--- config.mk ---
export PLATFORM = sky130hd
export DESIGN_NAME = filtr_feeder
export DESIGN_NICKNAME = d
export VERILOG_FILES = /design/src/rtl/filtr_pkg.sv /design/src/rtl/filtr_feeder_fifo.sv /design/src/rtl/filtr_feeder.sv
export SDC_FILE = /design/constraint.sdc
export NUM_CORES = 1
export LEC_CHECK = 0
export CAP_MARGIN = 0
export CELL_PAD_IN_SITES_DETAIL_PLACEMENT = 1
export CELL_PAD_IN_SITES_GLOBAL_PLACEMENT = 2
export CORE_UTILIZATION = 34
export CTS_CLUSTER_SIZE = 8
export DETAILED_ROUTE_END_ITERATION = 6
export PLACE_DENSITY_LB_ADDON = 0.25
export SYNTH_ARGS = -nofsm -noshare
export SYNTH_HDL_FRONTEND = slang
export SYNTH_SLANG_ARGS = --single-unit
--- constraint.sdc ---
create_clock -name clk -period 1.9 [get_ports clk]
set_input_delay 0.38 -clock clk [delete_from_list [all_inputs] [get_ports clk]]
set_output_delay 0.38 -clock clk [all_outputs]
set_load 0.005 [all_outputs]
--- src/rtl/filtr_pkg.sv ---
// Shared constants and FSM encoding for the filter-project feeder blocks.
package filtr_pkg;

   localparam int FILTR_DATA_SIZE      = 5;
   localparam int FILTR_FIFO_DEPTH     = 4;
   localparam int FILTR_GAP_CYCLES     = 5;
   localparam int FILTR_TIMEOUT_CYCLES = 64;

   typedef enum logic [2:0] {
      IDLE      = 3'd0,
      ISSUE     = 3'd1,
      WAIT_DONE = 3'd2,
      CAPTURE   = 3'd3,
      GAP       = 3'd4
   } feed_state_t;

   // Counter width able to hold 0..n-1, never narrower than one bit.
   function automatic int cnt_w(input int n);
      return (n < 2) ? 1 : $clog2(n);
   endfunction

endpackage

--- src/rtl/filtr_feeder_fifo.sv ---
// Input sample buffer: power-of-two ring with wrap-around pointers and a count register.
module filtr_feeder_fifo
   import filtr_pkg::*;
#(
   parameter int DATA_SIZE  = FILTR_DATA_SIZE,
   parameter int FIFO_DEPTH = FILTR_FIFO_DEPTH
) (
   input  logic                 clk,
   input  logic                 reset,
   input  logic                 push,
   input  logic [DATA_SIZE-1:0] push_data,
   input  logic                 pop,
   output logic [DATA_SIZE-1:0] head,
   output logic                 full,
   output logic                 empty
);

   localparam int AW = cnt_w(FIFO_DEPTH);

   logic [DATA_SIZE-1:0] mem [FIFO_DEPTH];
   logic [AW-1:0]        wr_ptr;
   logic [AW-1:0]        rd_ptr;
   logic [AW:0]          count;
   logic                 do_push;
   logic                 do_pop;

   assign do_push = push && !full;
   assign do_pop  = pop && !empty;

   // Depth is a power of two, so the pointers wrap by plain overflow.
   always_ff @(posedge clk or posedge reset) begin
      if (reset) begin
         wr_ptr <= '0;
         rd_ptr <= '0;
         count  <= '0;
      end else begin
         if (do_push) wr_ptr <= wr_ptr + 1'b1;
         if (do_pop)  rd_ptr <= rd_ptr + 1'b1;
         count <= count + (AW+1)'(do_push) - (AW+1)'(do_pop);
      end
   end

   always_ff @(posedge clk) begin
      if (do_push) mem[wr_ptr] <= push_data;
   end

   assign head  = mem[rd_ptr];
   assign full  = (count == (AW+1)'(FIFO_DEPTH));
   assign empty = (count == '0);

endmodule

--- src/rtl/filtr_feeder.sv ---
// Feeds buffered samples one at a time into a filter and returns each result downstream.
// Optional WAIT_DONE watchdog with sticky err: define FILTR_FEEDER_TIMEOUT_EN.
module filtr_feeder
   import filtr_pkg::*;
#(
   parameter int DATA_SIZE      = FILTR_DATA_SIZE,
   parameter int FIFO_DEPTH     = FILTR_FIFO_DEPTH,
   parameter int GAP_CYCLES     = FILTR_GAP_CYCLES,
   parameter int TIMEOUT_CYCLES = FILTR_TIMEOUT_CYCLES
) (
   input  logic                 clk,
   input  logic                 reset,
   input  logic [DATA_SIZE-1:0] in_data,
   input  logic                 in_valid,
   output logic                 in_ready,
   output logic [DATA_SIZE-1:0] f_data_in,
   output logic                 f_sample,
   input  logic [DATA_SIZE-1:0] f_data_out,
   input  logic                 f_filter_done,
   output logic [DATA_SIZE-1:0] res_data,
   output logic                 res_valid,
   input  logic                 res_ready,
   output logic                 busy,
   output logic                 err
);

   localparam int GW = cnt_w(GAP_CYCLES);

   feed_state_t          state;
   feed_state_t          state_nxt;
   logic                 rst_done;
   logic                 done_q;
   logic                 done_rise;
   logic                 fifo_full;
   logic                 fifo_empty;
   logic                 pop;
   logic [DATA_SIZE-1:0] head;
   logic [GW-1:0]        gap_cnt;
   logic                 gap_end;
   logic                 timeout;

   // in_ready stays low through reset and comes up on the first edge after release.
   assign in_ready  = rst_done && !fifo_full;
   assign pop       = (state == IDLE) && !fifo_empty;
   assign done_rise = f_filter_done && !done_q;
   assign gap_end   = (gap_cnt == GW'(GAP_CYCLES - 1));

   filtr_feeder_fifo #(
      .DATA_SIZE  (DATA_SIZE),
      .FIFO_DEPTH (FIFO_DEPTH)
   ) u_fifo (
      .clk       (clk),
      .reset     (reset),
      .push      (in_valid && in_ready),
      .push_data (in_data),
      .pop       (pop),
      .head      (head),
      .full      (fifo_full),
      .empty     (fifo_empty)
   );

`ifdef FILTR_FEEDER_TIMEOUT_EN
   localparam int TW = cnt_w(TIMEOUT_CYCLES);

   logic [TW-1:0] to_cnt;
   logic          err_q;

   // A done edge on the final cycle still wins over the timeout.
   assign timeout = (state == WAIT_DONE) && !done_rise && (to_cnt == TW'(TIMEOUT_CYCLES - 1));

   always_ff @(posedge clk or posedge reset) begin
      if (reset) begin
         to_cnt <= '0;
         err_q  <= 1'b0;
      end else begin
         if (state == WAIT_DONE) to_cnt <= to_cnt + 1'b1;
         else                    to_cnt <= '0;
         if (timeout) err_q <= 1'b1;
      end
   end

   assign err = err_q;
`else
   assign timeout = 1'b0;
   assign err     = 1'b0;
`endif

   always_ff @(posedge clk or posedge reset) begin
      if (reset) state <= IDLE;
      else       state <= state_nxt;
   end

   always_comb begin
      state_nxt = state;
      case (state)
         IDLE:      if (!fifo_empty) state_nxt = ISSUE;
         ISSUE:     state_nxt = WAIT_DONE;
         WAIT_DONE: begin
            if (done_rise)    state_nxt = CAPTURE;
            else if (timeout) state_nxt = GAP;
         end
         CAPTURE:   if (res_ready) state_nxt = GAP;
         GAP:       if (gap_end) state_nxt = IDLE;
         default:   state_nxt = IDLE;
      endcase
   end

   always_comb begin
      f_sample  = 1'b0;
      res_valid = 1'b0;
      busy      = 1'b1;
      case (state)
         IDLE:    busy      = 1'b0;
         ISSUE:   f_sample  = 1'b1;
         CAPTURE: res_valid = 1'b1;
         default: ;
      endcase
   end

   always_ff @(posedge clk or posedge reset) begin
      if (reset) begin
         rst_done  <= 1'b0;
         done_q    <= 1'b0;
         f_data_in <= '0;
         res_data  <= '0;
         gap_cnt   <= '0;
      end else begin
         rst_done <= 1'b1;
         done_q   <= f_filter_done;
         if (pop) f_data_in <= head;
         if ((state == WAIT_DONE) && done_rise) res_data <= f_data_out;
         if (state == GAP) gap_cnt <= gap_cnt + 1'b1;
         else              gap_cnt <= '0;
      end
   end

endmodule
Yosys cells after proc, flatten, opt, wreduce, memory -nomap -nowiden
Memory sizes are Yosys's and may differ from the RTL's. A register that Yosys moved wholly into a read port is not among the register bits.
Cells that the tools add are included.
{"block": "classes", "div": 0, "add_sub_neg": 5, "eq_ne": 10, "order_cmp": 0, "reduce_logical": 13, "mul": 0, "n_shift": 0, "n_mux": 11, "bitwise_logic": 0}
{"op": "$mux W3", "count": 5}
{"op": "$pmux W3 S5", "count": 1}
{"op": "$eq A3 B3 Y1 const B", "count": 3}
{"op": "$ne A2 B2 Y1 const B", "count": 4}
{"op": "$logic_and A1 B1 Y1", "count": 7}
{"op": "$eq A3 B2 Y1 const B", "count": 2}
{"op": "$logic_not A3 Y1", "count": 2}
{"op": "$mux W1", "count": 5}
{"op": "$add A2 B1 Y2 const B", "count": 2}
{"op": "$reduce_and A4 Y1", "count": 1}
{"op": "$add A3 B1 Y3", "count": 1}
{"op": "$add A3 B1 Y3 const B", "count": 1}
{"op": "$eq A3 B1 Y1 const B", "count": 1}
{"op": "$logic_not A1 Y1", "count": 3}
{"op": "$sub A3 B1 Y3", "count": 1}
{"block": "word_totals", "latch_bits": 0, "mem_bits_rw": 20, "reg_bits": 20, "mem_count": 1, "in_bits": 15, "out_inout_bits": 15, "wordCells": 48, "rom_bits": 0}
{"memory": "u_fifo.mem", "words": 4, "word_bits": 5, "rd": 1, "rd_clocked_by_memory_dff": 1, "write_ports": 1, "line": "filtr_feeder_fifo.sv:20", "rtl": "logic [DATA_SIZE-1:0] mem [FIFO_DEPTH];"}

Longest topological paths before layout
Gate-level depths: netlist of run 1.
{"block": "depth", "depth_word": 7, "mapped_depth": 9, "depth_no_buf": 8}

By module
Synthesis of run 1 repeated with hierarchy kept, for this count alone.
{"block": "unflattened", "hier_cells": 132, "hier_area_um2": 1973.1}
{"mod": "filtr_feeder_fifo", "n_inst": 1, "cells_each": 70, "area_each_um2": 1178.6, "seq_area_each_um2": 775.7}
{"mod": "filtr_feeder", "n_inst": 1, "cells_each": 62, "area_each_um2": 794.5, "seq_area_each_um2": 450.4}

Worst setup path after synthesis of run 1
No wires, ideal clock.
{"block": "synth_path", "path_kind": "reg-to-reg", "from": "register u_fifo.count[1]", "to": "register u_fifo.count[2]", "n_path_buf": 0, "slack_ns": -0.143, "synth_period_minus_slack_ns": 2.043, "stages_incl_launch_ff": 9, "required_time_ns": 1.777, "setup_ns": 0.123, "arrival_ns": 1.921, "cell_sequence": "dfrtp_1 > or3_4 > nand2_4 > inv_1 > ha_1 > inv_1 > ha_1 > fa_1 > xnor2_1"}
{"block": "synth_between", "word_cells_on_any_way": 11, "cone_classes": "2 x add/sub; 1 x eq/ne; 8 x reduce/logical"}
{"item": "start: declaration", "line": "filtr_feeder_fifo.sv:23", "rtl": "logic [AW:0] count;"}
{"item": "start signal: assignment", "line": "filtr_feeder_fifo.sv:39", "rtl": "count <= count + (AW+1)'(do_push) - (AW+1)'(do_pop);"}
{"item": "$logic_not A3 Y1", "line": "filtr_feeder_fifo.sv:49", "rtl": "assign empty = (count == '0);"}
{"item": "$logic_not A1 Y1", "line": "filtr_feeder.sv:44", "rtl": "assign pop = (state == IDLE) && !fifo_empty;"}
{"item": "$logic_and A1 B1 Y1", "line": "filtr_feeder.sv:44"}
{"item": "via pop", "line": "filtr_feeder.sv:36", "rtl": "logic pop;"}
{"item": "$logic_and A1 B1 Y1", "line": "filtr_feeder_fifo.sv:28", "rtl": "assign do_pop = pop && !empty;"}
{"item": "$sub A3 B1 Y3", "line": "filtr_feeder_fifo.sv:39"}
The timed path passes the listed nets, and every way through them passes these cells.
A chain may end at the register's enable or synchronous reset.

Final worst setup path of run 1
{"block": "layout_path", "from": "register u_fifo.count[1]", "to": "register u_fifo.count[1]"}
The elaborated chain is that of the path after synthesis.

==> results of run 1 <==
==> layer usage <==
layer  vias up  routed length (um)
met5         -                   0
li1        507                   -
met3         5                  91
met1       536                1490
met4         0                  57
met2        17                1990
==> synthesized netlist by cell type, drive strengths merged, types with 2 or more instances <==
master  instances
nand2           3
and3            2
inv            12
buf             4
xnor2           5
dfrtp          25
edfxtp         20
nor2            4
ha              8
mux2           11
mux4            5
nor3            2
conb            2
and2            5
==> layout make-up <==
cell class,instances,area (um2),share of cell area
Sequential cell,45,1230,0.489
Clock inverter,1,30.0,0.0120
Timing Repair Buffer,42,387,0.154
Multi-Input combinational cell,60,646,0.257
Clock buffer,7,86.3,0.0344
Inverter,12,45.0,0.0180
Tap cell,70,87.6,0.0349
==> layout by cell type, fill, tap and decap left out, drive strengths merged, types with 3 or more instances in the layout <==
master / n
nor2: 4
mux4: 5
ha: 8
inv: 12
dfrtp: 25
nand2: 3
clkbuf: 7
mux2: 11
xnor2: 5
clkdlybuf4s50: 25
buf: 14
and2: 5
edfxtp: 20
==> repair_timing <==
item,CTS,global route
gates cloned,0,0
setup buffers,4,0
endpoints found under the setup margin,6,4
gates resized for setup,4,2
pin swaps,5,0
==> sequential cells by signal, summed over array words and instances, names as in the netlist <==
register and cells:
done_q 1, f_data_in 5, gap_cnt 3, res_data 5
rst_done 1, state 3, u_fifo.count 3, u_fifo.mem 20
u_fifo.rd_ptr 2, u_fifo.wr_ptr 2
==> worst paths after layout <==
path / slack (ns) / cells past startpoint / end
min: 0.44 / 3 / gap_cnt[1]
max in group asynchronous: 1.20 / 3 / u_fifo.wr_ptr[0]
max: -0.02 / 7 / u_fifo.count[1]
min reg2reg: 0.46 / 1 / gap_cnt[0]
max reg2reg: -0.02 / 7 / u_fifo.count[1]
min in group clk: 0.46 / 1 / gap_cnt[0]
==> logic make-up after synthesis <==
kind of cell	Yosys count	share of synthesized area
DFF	45	0.641
and+or+nand+nor	23	0.0870
muxes	16	0.124
buffers and inverters	16	0.0380
adders and majority gates	9	0.0628
xor gates and xnor gates	6	0.0275
AOI/OAI and AO/OA	4	0.0157
other	2	0.00393
==> critical path: stages (launching register included) <==
cell and delay [ns]:
dfrtp_1 0.39, or3_4 0.41, nand2_4 0.07, inv_2 0.04, ha_4 0.25, inv_2 0.04, ha_4 0.15, fa_2 0.52
==> through the flow <==
| stage | hold WS, ns | setup TNS (ns) | instances | instance area [um2] |
|---|---|---|---|---|
| detailed placement | 0.454 | -0.0531 | 225 | 2350 |
| CTS | 0.446 | -0.0398 | 237 | 2500 |
| floorplan | 0.407 | -0.0995 | 121 | 1940 |
| global placement | 0.442 | 0 | 225 | 2350 |
| global route | 0.479 | -0.172 | 237 | 2510 |
| finish | 0.442 | -0.0327 | 237 | 2510 |
==> where the power goes <==
group	leakage, uW	switching [uW]	internal (uW)
Combinational	0.000476	588	912
Sequential	0.000483	208	1300
Clock	0.0000585	316	429
Total	0.00102	1110	2640
==> summary.md, run 1 <==
| Metric | Value |
|---|---|
| Status | finished, violations left |
| Failing checks | negative setup slack |
| Vias in the first global route | 1260 |
| Grt peak-use layer | met2 |
| Final nets | 190 |
| Vias/cell | 4.49 |
| Final Cycle Share | 1.01 |
| Final setup margin | -0.0222 ns |
| Core area | about 5300 um2 |
| Clk pin slew, worst setup/hold paths | 0.08 ns |
| Boundary Pins | 30 |
| H-tree depth | 2 |
| Met3 global-route usage | 0.0262 |
| Final Skew | 0.00400 ns |
| Worst skew pair latency | 0.29 ns |
| Cell taking the most area after synthesis | dfrtp_1 |
| CTS Buffer Depth | 2 |
| Hold Crit Class | in2async |
| Global-route wire length before repair | 6110 um |
| Endpoints failing setup | 2 |
| First drt pass iteration count | 4 |
| Die Span X | 77.0 um |
| Max-slew violations | 0 |
| Kind of critical path | reg2reg |
| Primary FF master, synth | dfrtp_1 |
| CTS tree | built |
| Fin. Hold Viols | 0 |
| Flops & latches, synth | 45 |
| Worst slack at placement | -0.0308 ns |
| Area grow syn2layout | 31.2% |
| Initial core utilization | 0.363 |
| Synth unique cells | 33 |
| DR vias | 1065 |
| Fin util | 0.476 |
| Die Ht | 77.0 um |
| CTS sink cnt | 45 |
| Power Total | 3750 uW |
| Port Buffers | 28 |
| Initial antenna violation count | 0 |
| Min Tclk post-route | 1.92 ns |
| Crit path launch | u_fifo.count[1] |
| Worst VDD drop | 0.595 mV |
| Total gr overflow | 0 |
| Fmax | about 520 MHz |
| PwrDens | 1500 nW/um2 |
| Post-synthesis sequential area ratio | 0.641 |
| Routability Congestion | 0.667 |
| CP Capture Type | flip-flop |
| Gate Count Post-Synth | approximately 120 |
| Post-synth top area share | 0.327 |
| Area contributors post-synth | dfrtp_1, edfxtp_1, mux2_2, mux4_2, ha_1 |
| Syn nets | 145 |
| Share of cells above drive strength 1 | 0.281 |
| Pleak | 0.00102 uW |
| Number of enable flip-flop cells after synthesis | 20 |
| Final WL | about 3600 um |
| Fillcell total | 539 |
| Root Driver | clkbuf_8 |
| CP arrival | 2.15 ns |
| Total CTS buffers | 5 |
| Site row count | 26 |
| Maxcap violations | 0 |
| Hpwl dp | 2630 um |
| Wire length per cell | about 15 um |
| FFs w/ async S/R, synth | 0.556 |
| Routed Antenna Nets | 0 |
| Worst r2r src | u_fifo.count[1] |
| Yosys warns | 0 |
| Drt initial violations | 43 |
| Full die area | 5930 um2 |
| Largest net degree at the start of global routing | 26 |
| Met2 usage | 0.258 |
| Hold bufs inserted after CTS | 0 |
| Diodes inserted | 0 |
| GRT Total Usage | 0.140 |
| Post-Syn Area per Cell | around 16 um2 |
| Critical Path Source Type | flip-flop |
| Mapped Area | between 1500 and 2000 um2 |
| Met1 usage | 0.154 |
| CP required | between 2 and 2.5 ns |
| RSZ-0062 raised after global routing | true |
| DRC Markers | 0 |
| Critical Path Fanout Max | 2 |
Note: power is estimated with default switching activity, not from simulation.
==> run 2, diff against run 1 <==
Settings changed: CELL_PAD_IN_SITES_DETAIL_PLACEMENT 1 to 0, CELL_PAD_IN_SITES_GLOBAL_PLACEMENT 2 to 1, CORE_UTILIZATION 34 to 47.
Clock period 1.9 ns to 2.3 ns, I/O delays scaled along.
==> run 2 against run 1 <==
Effect of this change:
- largest power group unchanged
- register-to-register slack better by 0.16 ns
- maximum frequency is 11% lower
- clock skew is 0.00082 ns higher
- worst hold slack better by 0.030 ns
- flip-flop and latch count stayed put
- highest routed layer unchanged
- the flow now finishes without violations
- via count is 4.1% lower
- sequential power is 15% lower
- final area is 7.2% lower
- utilization is 14 points higher
==> summary.md, run 2 (synthesized netlist as in run 1, its figures left out) <==
| Metric | Value |
|---|---|
| Wire length per cell | 14.4 um (-5.8%) |
| RSZ-0062 raised after global routing | false |
| Grt peak-use layer | met2 |
| CTS sink cnt | 45 (unchanged) |
| Hold Crit Class | reg2reg |
| Global-route wire length before repair | 4980 um (-19%) |
| Initial antenna violation count | 0 (unchanged) |
| Die Ht | 65.8 um (-15%) |
| Total gr overflow | 0 (unchanged) |
| Worst r2r src | u_fifo.count[1] |
| Routability Congestion | 0.739 (+11%) |
| Sw power | 826 uW (-26%) |
| CP arrival | 2.34 ns (+0.19 ns) |
| Worst slack at placement | 0.133 ns (+0.164 ns) |
| Final WL | 2930 um (-19%) |
| Kind of critical path | reg2reg |
| Worst skew pair latency | 0.29 ns (about the same) |
| Hold Path Depth | 1 |
| R2R setup slack | 0.14 ns (+0.16 ns) |
| Fin util | 0.617 (+0.141) |
| Register name with the most flops | u_fifo.mem |
| Met1 usage | 0.190 (+0.0366) |
| Critical Path Source Type | flip-flop |
| Logic gate share of total power | 0.356 (-0.044) |
| Pleak | 0.000940 uW (-7.6%) |
| Met3 global-route usage | 0.0690 (+0.0428) |
| Switching part of the total | 0.304 (+0.00789) |
| First drt pass iteration count | 4 (unchanged) |
| Port Buffers | 28 (unchanged) |
| Commonest non-fill, non-tap cells in the layout | clkdlybuf4s50_1, dfrtp_1, edfxtp_1, inv_1, mux2_2 |
| Final Cycle Share | 0.940 (-0.0713) |
| DR vias | 1021 (-4.1%) |
| Clock share of power | 0.171 (-0.028) |
| CTS tree | built |
| Hpwl dp | 2180 um (-17%) |
| Fmax | 462 MHz (-11%) |
| Site row count | 22 (-15%) |
| Share of cells above drive strength 1 | 0.187 (-0.0943) |
| Fin. Hold Viols | 0 (unchanged) |
| Worst VDD drop | 0.623 mV (+4.6%) |
| CP Capture Type | flip-flop |
| Largest regs | u_fifo.mem: 20 flops, f_data_in: 5 flops, res_data: 5 flops |
| Diodes inserted | 0 (unchanged) |
| Vias in the first global route | 1097 (-13%) |
| Setup TNS | 0 ns (+0.0327 ns) |
| Largest net degree at the start of global routing | 26 (unchanged) |
| Boundary Pins | 30 (unchanged) |
| Internal power | 1890 uW (-28%) |
| H-tree depth | 2 (unchanged) |
| Root Driver | clkbuf_8 |
| Maxcap violations | 0 (unchanged) |
| Area grow syn2layout | 21.7% |
| WHS Endpoint | gap_cnt[0] |
| Most common cell after layout, fill and taps aside | clkdlybuf4s50_1 |
| GRT Total Usage | 0.162 (+0.0223) |
| Status | completed |
| PwrDens | 1170 nW/um2 (-22%) |
| HP Start | gap_cnt[0] |
| Hold bufs inserted after CTS | 0 (unchanged) |
| Gates resized, CTS repair | 0 (-4) |
| Met2 usage | 0.253 (-0.00548) |
| Core area | 3770 um2 (-28%) |
| Max-slew violations | 0 (unchanged) |
| Post-CTS Setup Inserts | 0 (-4) |
| Reg2Reg Depth | 8 (+1) |
| Fillcell total | 276 (-49%) |
| Die Span X | 65.8 um (-15%) |
| CP required | 2.48 ns (+0.35 ns) |
| Final nets | 178 (-6.3%) |
| Final setup margin | 0.137 ns (+0.159 ns) |
| Critical Path Fanout Max | 7 (+5) |
| Final Skew | 0.00482 ns (+0.000821 ns) |
| Initial core utilization | 0.507 (+0.144) |
| Full die area | 4330 um2 (-27%) |
| Min Tclk post-route | 2.16 ns (+0.241 ns) |
| Seq pwr share | 0.473 (+0.071) |
| RR Endpoint | u_fifo.count[2] |
| Clk pin slew, worst setup/hold paths | 0.08 ns (about the same) |
| Drt initial violations | 29 (-33%) |
| Vias/cell | 5.03 (+12%) |
| Max reg flops | 20 (unchanged) |
| CTS Buffer Depth | 2 (unchanged) |
| DRC Markers | 0 (unchanged) |
| Routed Antenna Nets | 0 (unchanged) |
| Total CTS buffers | 5 (unchanged) |
| Endpoints failing setup | 0 (-2) |
[run 2: cell types whose count changed in the layout (fill, tap and decap cells not counted), sizes merged]
cell / change
buf: -12
clkdlybuf4s50: +3
clkinv: +3
clkbuf: -2
dlygate4sd2: -2
bufinv: -1
clkdlybuf4s15: -1
[run 2: stage by stage]
stage	instance area (um2)	power (uW)	instances	hold WS (ns)
2_1_floorplan	1910	1880	121	0.430
4_1_cts	2330	2760	203	0.469
3_5_place_dp	2240	2300	195	0.463
6_report	2330	2710	203	0.472
3_3_place_gp	2240	2220	195	0.446
5_1_grt	2330	2920	203	0.500
[run 2: layout make-up]
cell class	instances	area, um2	area share
timing repair buffer	30	295	0.127
multi-input combinational	60	613	0.264
inverter	12	45.0	0.0194
sequential	45	1230	0.527
clock buffer	5	68.8	0.0296
tap	48	60.1	0.0258
clock inverter	3	17.5	0.00753
[run 2: how the worst max path moves through the flow]
stage / from / end / slack, ns / cells after the start
floorplan: u_fifo.count[1] / u_fifo.count[2] / 0.26 / 8
global placement: u_fifo.count[1] / u_fifo.count[2] / 0.20 / 8
detailed placement: u_fifo.count[1] / u_fifo.count[2] / 0.13 / 8
CTS: u_fifo.count[1] / u_fifo.count[2] / 0.12 / 8
global route: u_fifo.count[1] / u_fifo.count[2] / 0.02 / 8
finish: u_fifo.count[1] / u_fifo.count[2] / 0.14 / 8
[run 2: routing by layer]
metal	vias to the layer above	wire length, um
met5	-	0
li1	485	-
met2	35	1420
met3	8	195
met4	0	48
met1	493	1270
[run 2: power by group through the flow]
stage	Sequential (uW)	Clock (uW)	Combinational [uW]
2_1_floorplan	1220	0	664
3_3_place_gp	1280	0	940
3_5_place_dp	1310	0	990
4_1_cts	1290	478	992
5_1_grt	1320	512	1090
6_report	1280	464	966
[run 2: worst max-delay path, cell delays in order, from the launching register on]
cell,delay [ns]
dfrtp_1,0.43
or3_4,0.43
nand2_4,0.12
inv_1,0.05
ha_1,0.27
inv_1,0.04
ha_1,0.18
fa_1,0.37
xnor2_1,0.13
==> run 3, diff against run 2 <==
Settings changed: PLACE_DENSITY_LB_ADDON 0.25 to 0.1.
==> run 3 against run 2 <==
Effect of this change:
- sequential share of layout area is 0.057 points higher
- die area stayed put
- count of clock-buffer cells in the layout is 2 higher
- clock power is 0.9% lower
- critical path type unchanged
- largest cell class unchanged
- largest power group unchanged
- highest routed layer unchanged
==> summary.md, run 3 (synthesized netlist as in run 1, its figures left out) <==
| Metric | Value |
|---|---|
| Endpoints failing setup | 0 (unchanged) |
| CP arrival | 2.33 ns (about the same) |
| Routability Congestion | 0.670 (-9.3%) |
| Hpwl dp | 2260 um (+3.3%) |
| Multi-input gate area | 613 um2 (unchanged) |
| Initial core utilization | 0.507 (unchanged) |
| R2R setup slack | 0.14 ns (about the same) |
| Site row count | 22 (unchanged) |
| Fin. Hold Viols | 0 (unchanged) |
| Clk pin slew, worst setup/hold paths | 0.08 ns (about the same) |
| Worst r2r src | u_fifo.count[1] |
| Hold bufs inserted after CTS | 0 (unchanged) |
| H-tree depth | 2 (unchanged) |
| Final WL | 2980 um (+1.7%) |
| Largest regs | u_fifo.mem: 20 flops, f_data_in: 5 flops, res_data: 5 flops |
| Logic gate share of total power | 0.357 (about the same) |
| DRC Markers | 0 (unchanged) |
| Status | completed |
| CTS tree | built |
| Hold Crit Class | reg2reg |
| Sw power | 822 uW (-0.41%) |
| Global-route wire length before repair | 5160 um (+3.6%) |
| Vias/cell | 5.13 (+2.1%) |
| Commonest non-fill, non-tap cells in the layout | clkdlybuf4s50_1, dfrtp_1, edfxtp_1, inv_1, mux2_2 |
| Diodes inserted | 0 (unchanged) |
| Min Tclk post-route | 2.16 ns (-0.00692 ns) |
| Register name with the most flops | u_fifo.mem |
| Max-slew violations | 0 (unchanged) |
| Die Ht | 65.8 um (unchanged) |
| CP Capture Type | flip-flop |
| HP Start | gap_cnt[0] |
| Critical-path top delay cell | dfrtp_1 |
| Port Buffers | 28 (unchanged) |
| Critical Path Fanout Max | 7 (unchanged) |
| WHS Endpoint | gap_cnt[0] |
| Largest net degree at the start of global routing | 14 (-46%) |
| Vias in the first global route | 1088 (-0.82%) |
| Share of cells above drive strength 1 | 0.181 (-0.00645) |
| PwrDens | 1170 nW/um2 (+0.23%) |
| Fin util | 0.616 (-0.000663) |
| Hold Path Depth | 1 (unchanged) |
| Final Skew | 0.00652 ns (+0.00170 ns) |
| Fmax | 464 MHz (+0.32%) |
| Sequential cell area | 1230 um2 (unchanged) |
| Drt initial violations | 37 (+28%) |
| CP required | 2.47 ns (about the same) |
| RR Endpoint | u_fifo.count[2] |
| Total gr overflow | 0 (unchanged) |
| CTS sink cnt | 45 (unchanged) |
| Fillcell total | 292 (+5.8%) |
| Setup TNS | 0 ns (unchanged) |
| Area grow syn2layout | 21.5% |
| Gates resized, CTS repair | 0 (unchanged) |
| Switching part of the total | 0.303 (-0.00161) |
| Pleak | 0.000933 uW (-0.75%) |
| Wire length per cell | 14.7 um (+1.7%) |
| RSZ-0062 raised after global routing | false |
| Critical Path Source Type | flip-flop |
| Root Driver | clkbuf_8 |
| Routed Antenna Nets | 0 (unchanged) |
| GRT Total Usage | 0.169 (+0.00708) |
| CTS Buffer Depth | 2 (unchanged) |
| Maxcap violations | 0 (unchanged) |
| Reg2Reg Depth | 8 (unchanged) |
| Worst VDD drop | 0.639 mV (+2.6%) |
| DR vias | 1042 (+2.1%) |
| Seq pwr share | 0.474 (about the same) |
| Hold Slack | 0.472 ns (-0.000288 ns) |
| First drt pass iteration count | 4 (unchanged) |
| Final nets | 178 (unchanged) |
| Internal power | 1900 uW (+0.36%) |
| Full die area | 4330 um2 (unchanged) |
| Kind of critical path | reg2reg |
| Clock share of power | 0.169 (-0.002) |
| Core area | 3770 um2 (unchanged) |
| CP max stage delay | 0.44 ns (about the same) |
| Final Cycle Share | 0.937 (-0.00301) |
| Total CTS buffers | 5 (unchanged) |
| Post-CTS Setup Inserts | 0 (unchanged) |
| CP Cell Sequence | or3_4, nand2_4, inv_1, ha_1, inv_1, ha_1, fa_1, xnor2_1 |
| Boundary Pins | 30 (unchanged) |
| Initial antenna violation count | 0 (unchanged) |
| Die Span X | 65.8 um (unchanged) |
| Most common cell after layout, fill and taps aside | clkdlybuf4s50_1 |
| Max reg flops | 20 (unchanged) |
| Worst skew pair latency | 0.29 ns (about the same) |
-- run 3: changes by cell type in the layout (fill, tap and decap cells not counted) --
cell / delta
clkinvlp_4: +1
clkinv_2: -1
clkinv_1: -1
clkinv_4: -1
clkbuf_1: +2
-- run 3: cell type report --
type                    count  share of cell area
flip-flops and latches     45               0.528
repair buffers             30               0.127
clock inverters             1             0.00323
well taps                  48              0.0258
inverters                  12              0.0194
clock buffers               7              0.0328
multi-input cells          60               0.264
-- run 3: worst max-delay path by stage --
stage                          from               to  cells past startpoint
floorplan           u_fifo.count[1]  u_fifo.count[2]                      8
global placement    u_fifo.count[1]  u_fifo.count[2]                      8
detailed placement  u_fifo.count[1]  u_fifo.count[2]                      8
CTS                 u_fifo.count[1]  u_fifo.count[2]                      8
global route        u_fifo.count[1]  u_fifo.count[2]                      8
finish              u_fifo.count[1]  u_fifo.count[2]                      8
-- run 3: per-stage QoR --
step                      cells  worst slack (ns)  cell area, um2  total power [uW]
after floorplan             121             0.257            1910              1880
after global placement      195             0.198            2240              2250
after detailed placement    195             0.148            2240              2300
after CTS                   203             0.128            2320              2750
after global routing        203            0.0516            2320              2910
final                       203             0.144            2320              2720
-- run 3: critical path: cells and delay by family, from the launching register on --
family / cells / cell delay [ns]
simple gates: 2 / 0.55
buf+inv: 2 / 0.10
fa+ha+maj: 3 / 0.83
xor+xnor: 1 / 0.14
flops: 1 / 0.44
-- run 3: power by group through the flow --
stage / Sequential, uW / Clock [uW] / Combinational (uW)
final: 1290 / 460 / 970
after global routing: 1330 / 503 / 1080
after detailed placement: 1310 / 0 / 987
after global placement: 1300 / 0 / 957
after CTS: 1290 / 465 / 992
after floorplan: 1220 / 0 / 664
-- run 3: layer usage --
metal / GRT usage / vias up / wire (um)
li1: - / 484 / -
met1: 0.213 / 525 / 1330
met2: 0.264 / 31 / 1450
met3: 0.0534 / 2 / 164
met4: 0.0815 / 0 / 35
met5: 0 / - / 0
